### src/rtl/pipe_multiplier.sv
// Pipelined full-width multiplier with per-operation signedness, opaque tag and
// valid/ready handshake. Stall freezes every stage; flush drops everything in flight.
module pipe_multiplier #(
    parameter int DATA_LEN       = 32,
    parameter int PIPELINE_STAGE = 2,
    parameter int TAG_LEN        = 8
) (
    input  logic                                    clk,
    input  logic                                    reset_n,
    input  logic                                    flush,
    input  logic                                    in_valid,
    output logic                                    in_ready,
    input  logic                                    in_signed,
    input  logic [DATA_LEN-1:0]                     in_a,
    input  logic [DATA_LEN-1:0]                     in_b,
    input  logic [TAG_LEN-1:0]                      in_tag,
    output logic                                    out_valid,
    input  logic                                    out_ready,
    output logic [2*DATA_LEN-1:0]                   out_result,
    output logic                                    out_ovf,
    output logic [TAG_LEN-1:0]                      out_tag,
    output logic [$clog2(PIPELINE_STAGE+1)-1:0]     occupancy
);

    localparam int OCC_W = $clog2(PIPELINE_STAGE + 1);
    localparam int PW    = 2 * DATA_LEN;

    // Returns {ovf, product}; both operands are widened to PW bits so one
    // modulo-2^PW multiply covers signed and unsigned operation.
    function automatic logic [PW:0] mul_full(input logic [DATA_LEN-1:0] a,
                                             input logic [DATA_LEN-1:0] b,
                                             input logic                sgn);
        logic [PW-1:0]     ea;
        logic [PW-1:0]     eb;
        logic [PW-1:0]     p;
        logic [DATA_LEN:0] top;
        logic              ovf;
        ea  = {{DATA_LEN{sgn & a[DATA_LEN-1]}}, a};
        eb  = {{DATA_LEN{sgn & b[DATA_LEN-1]}}, b};
        p   = ea * eb;
        top = p[PW-1:DATA_LEN-1];
        if (sgn) begin
            ovf = !((&top) || !(|top));
        end else begin
            ovf = |p[PW-1:DATA_LEN];
        end
        return {ovf, p};
    endfunction

    logic [PIPELINE_STAGE-1:0] vld_q;
    logic [TAG_LEN-1:0]        tag_q [PIPELINE_STAGE];
    logic [OCC_W-1:0]          occ_q;
    logic                      stall;
    logic                      accept;
    logic                      out_fire;

    assign out_valid = vld_q[PIPELINE_STAGE-1];
    assign out_tag   = tag_q[PIPELINE_STAGE-1];
    assign occupancy = occ_q;
    assign stall     = out_valid & ~out_ready;
    assign in_ready  = ~stall & ~flush;
    assign accept    = in_valid & in_ready;
    assign out_fire  = out_valid & out_ready;

    always_ff @(posedge clk or negedge reset_n) begin
        if (!reset_n) begin
            vld_q <= '0;
            for (int i = 0; i < PIPELINE_STAGE; i++) begin
                tag_q[i] <= '0;
            end
        end else begin
            if (flush) begin
                vld_q <= '0;
            end else if (!stall) begin
                vld_q[0] <= accept;
                for (int i = 1; i < PIPELINE_STAGE; i++) begin
                    vld_q[i] <= vld_q[i-1];
                end
            end
            if (!stall) begin
                tag_q[0] <= in_tag;
                for (int i = 1; i < PIPELINE_STAGE; i++) begin
                    tag_q[i] <= tag_q[i-1];
                end
            end
        end
    end

    always_ff @(posedge clk or negedge reset_n) begin
        if (!reset_n) begin
            occ_q <= '0;
        end else if (flush) begin
            occ_q <= '0;
        end else if (accept && !out_fire) begin
            occ_q <= occ_q + OCC_W'(1);
        end else if (out_fire && !accept) begin
            occ_q <= occ_q - OCC_W'(1);
        end
    end

    generate
        if (PIPELINE_STAGE == 1) begin : g_single
            logic [PW-1:0] res_q;
            logic          ovf_q;

            always_ff @(posedge clk or negedge reset_n) begin
                if (!reset_n) begin
                    res_q <= '0;
                    ovf_q <= 1'b0;
                end else if (!stall) begin
                    {ovf_q, res_q} <= mul_full(in_a, in_b, in_signed);
                end
            end

            assign out_result = res_q;
            assign out_ovf    = ovf_q;
        end else begin : g_multi
            // Stage 0 only registers the operands; the multiply sits between
            // stage 0 and stage 1, later stages are plain delay.
            logic [DATA_LEN-1:0] a_q;
            logic [DATA_LEN-1:0] b_q;
            logic                sgn_q;
            logic [PW-1:0]       res_q [PIPELINE_STAGE-1:1];
            logic                ovf_q [PIPELINE_STAGE-1:1];
            logic [PW:0]         prod;

            assign prod = mul_full(a_q, b_q, sgn_q);

            always_ff @(posedge clk or negedge reset_n) begin
                if (!reset_n) begin
                    a_q   <= '0;
                    b_q   <= '0;
                    sgn_q <= 1'b0;
                    for (int i = 1; i < PIPELINE_STAGE; i++) begin
                        res_q[i] <= '0;
                        ovf_q[i] <= 1'b0;
                    end
                end else if (!stall) begin
                    a_q      <= in_a;
                    b_q      <= in_b;
                    sgn_q    <= in_signed;
                    res_q[1] <= prod[PW-1:0];
                    ovf_q[1] <= prod[PW];
                    for (int i = 2; i < PIPELINE_STAGE; i++) begin
                        res_q[i] <= res_q[i-1];
                        ovf_q[i] <= ovf_q[i-1];
                    end
                end
            end

            assign out_result = res_q[PIPELINE_STAGE-1];
            assign out_ovf    = ovf_q[PIPELINE_STAGE-1];
        end
    endgenerate

endmodule

### config.mk
export PLATFORM = sky130hd
export DESIGN_NAME = pipe_multiplier
export DESIGN_NICKNAME = d
export VERILOG_FILES = /design/src/rtl/pipe_multiplier.sv
export SDC_FILE = /design/constraint.sdc
export NUM_CORES = 2
export LEC_CHECK = 0
export ABC_AREA = 0
export ABC_CLOCK_PERIOD_IN_PS = 10300
export CAP_MARGIN = 20
export CORE_MARGIN = 5
export CORE_UTILIZATION = 65
export CTS_BUF_LIST = sky130_fd_sc_hd__clkbuf_2 sky130_fd_sc_hd__clkbuf_4 sky130_fd_sc_hd__clkbuf_8
export CTS_CLUSTER_SIZE = 30
export DETAILED_ROUTE_END_ITERATION = 10
export PLACE_DENSITY_LB_ADDON = 0.3
export SYNTH_ARGS = -nofsm -noshare
export SYNTH_HDL_FRONTEND = slang
export SYNTH_SLANG_ARGS = --single-unit
export TNS_END_PERCENT = 30
### constraint.sdc
create_clock -name clk -period 10.3 [get_ports clk]
set_input_delay 3.09 -clock clk [delete_from_list [all_inputs] [get_ports clk]]
set_output_delay 3.09 -clock clk [all_outputs]
set_load 0.01 [all_outputs]
==> flow_summary.yaml <==
global_route:
  top_usage_layer: "met2"
  grt_use_met1_pct: 43.6
  antenna_found_initial: 2
  grtUsageTotal_pct: 34.3
  grt_pass1_wl_mm: 196
  overflow: 0
  use_met2_pct: 58.0
  grt_start_max_net_pins: 86
  use_met3_pct: 5.23
  grt_pass1_vias: 36300
yosys:
  syn_area_per_cell_um2: 9.02
  synth_top_area_share_pct: 51.3
  syn_area_um2: 43900
  ys_seq_elements: 150
  async_reset_ff_share_pct: 100
  yosys.cell_count.top_type: "fa_1"
  ys.flop_type: "dfrtp_1"
  ys_seq_area_share_pct: 8.54
  synth_top_area_cell: "fa_1"
  ys_top_cells_by_area: "fa_1, inv_1, nand2_1"
  synthDistinctLibCells: 69
  synth_nets: 6285
  yosysWarnings: 0
  syn_inst: 4870
  synth_edf_count: 0
  synth_common_cells: "fa_1, inv_1, nand2_1"
clock_tree:
  cts_resized: 0
  clk_pin_slew_ns: 0.12
  cts_hold_buf: 0
  numCtsBuffers: 17
  clk_latency_ns: 0.54
  post_cts_buffers: 0
  cts.sinks: 150
  clockBufferDepth: 2
  cts_tree: "built"
  htreeDepth: 4
  root_buffer: "clkbuf_8"
drt:
  drt-total-wl_mm: 121
  drc: 0
  viasPerCell: 5.73
  detail_route.wl_per_cell_um: 21.1
  drtPass1Iterations: 6
  first_iter_violations: 2596
  ant_nets: 0
  vias: 32900
critical_path:
  r2r-start: "g_multi.a_q[31]$_DFFE_PN0N_"
  worst-endpoint-required_ns: 10.74
  crit_top_cell: "fa_1"
  critPathBufInv: 6
  critPathMaxFanout: 15
  crit_type: "reg2reg"
  endpoint_kind: "flip-flop"
  crit_family: "adder cells"
  critPathArrivalTime_ns: 10.05
  slowest_delay_ns: 0.70
  r2r_cells: 28
  start_kind: "flip-flop"
  startpoint: "g_multi.a_q[31]$_DFFE_PN0N_"
  r2r-end: "out_ovf$_DFFE_PN0N_"
  r2r_setup_slack_ns: 0.69
  critPathSlowestCell: "fa_1"
timing:
  tightest_slew_ns: 1.12
  fmax_mhz: 104
  post-route-period-util_pct: 93.3
  finalWorstSetupSlack_ns: 0.690
  setup-tns-final_ns: 0
  finClkSkew_ns: 0.0227
  slew_headroom_pct: 25.3
  fin_crit_ns: 9.61
  setup_violations: 0
  rsz0062_at_grt: "no"
  hold_viol: 0
  slew_viol_final: 0
finish:
  seqCellArea_um2: 3750
  final_nets: 6264
  fill_cells: 5158
  synthToLayoutAreaGrowth_pct: 6.07
  multi_input_area_um2: 34900
  layout-drive-gt1-share_pct: 3.04
  instances_no_fill: 5737
floorplanning:
  design.die.area_um2: 72900
  initial_utilization_pct: 65.4
  rows: 95
  die_height_um: 270
  ios: 155
  die_x_um: 270
  core_um2: 67200
worst_hold_path:
  hold_end: "out_tag[4]$_DFFE_PN0N_"
  hp-start: "out_tag[4]$_DFFE_PN0N_"
  whs_path_depth: 2
  hold_path_class: "reg2reg"
placement:
  port_buffers: 154
  dp_hpwl_mm: 101
  gp_congestion: 0.973
  dp.cells: 5702
  preCtsSetupSlack_ns: 0.884
run:
  drv_cap: 0
outcome:
  status: "completed"
[tightest hold or removal path, cell delays in order (launching register included)]
cell	delay [ns]
dfrtp_1	0.36
nand2_1	0.05
nand2_1	0.05
[registers in the layout, indices dropped and copies added (netlist names)]
name and cells:
g_multi.a_q 32, vld_q 2, tag_q 8, g_multi.sgn_q 1, out_tag 8, out_ovf 1
out_result 64, g_multi.b_q 32, occupancy 2
[final cells by class]
cell class	count	area share [%]
Sequential cell	150	8.05
Inverter	1111	8.95
Clock inverter	14	0.389
Tap cell	873	2.34
Antenna cell	2	0.0107
Timing Repair Buffer	248	4.84
Multi-Input combinational cell	3321	74.9
Clock buffer	18	0.518
[routing by layer]
layer / up-vias / routed length, um
li1: 14000 / -
met1: 16900 / 43500
met2: 1626 / 60200
met3: 384 / 9800
met4: 2 / 7450
met5: - / 9
[layout by cell type, fill, tap and decap left out, drive strengths merged, types with 10 or more instances in the layout]
master / instances
and3: 28
o21ai: 79
xnor2: 57
nor2: 93
clkbuf: 18
a21oi: 102
buf: 95
and2: 339
o21bai: 12
inv: 1119
fa: 1125
ha: 212
clkdlybuf4s50: 153
o211ai: 10
xor2: 23
nand3: 19
nand2: 1068
nand4: 19
a211oi: 11
a31oi: 14
dfrtp: 150
a21o: 14
[cell families (layout without fill, tap and decap cells)]
family	Yosys count	after routing	share of synthesized area, %
compound gates	287	287	4.00
xor+xnor	80	80	1.59
fa+ha+maj	1337	1337	57.3
buf+inv	1399	1391	12.1
flops	150	150	8.54
mux	2	2	0.0456
other cells	0	2	0
simple gates	1615	1615	16.5
[worst max path at each step]
stage	depth (start not counted)	endpoint	slack, ns
finish	28	out_ovf$_DFFE_PN0N_	0.69
global route	30	out_ovf$_DFFE_PN0N_	0.25
CTS	28	out_ovf$_DFFE_PN0N_	0.82
detailed placement	29	out_ovf$_DFFE_PN0N_	0.88
global placement	29	out_ovf$_DFFE_PN0N_	0.97
floorplan	30	out_ovf$_DFFE_PN0N_	1.76
[stage by stage]
step	util, %	hold WS (ns)	area (um^2)
2_1_floorplan	-	0.439	43900
3_3_place_gp	68.7	0.449	46200
3_5_place_dp	68.7	0.455	46200
4_1_cts	69.4	0.480	46600
5_1_grt	69.4	0.500	46600
6_report	69.4	0.474	46600
Power is not shown: default switching activity piles up to over one toggle a cycle in this logic, so the estimate is an artifact.
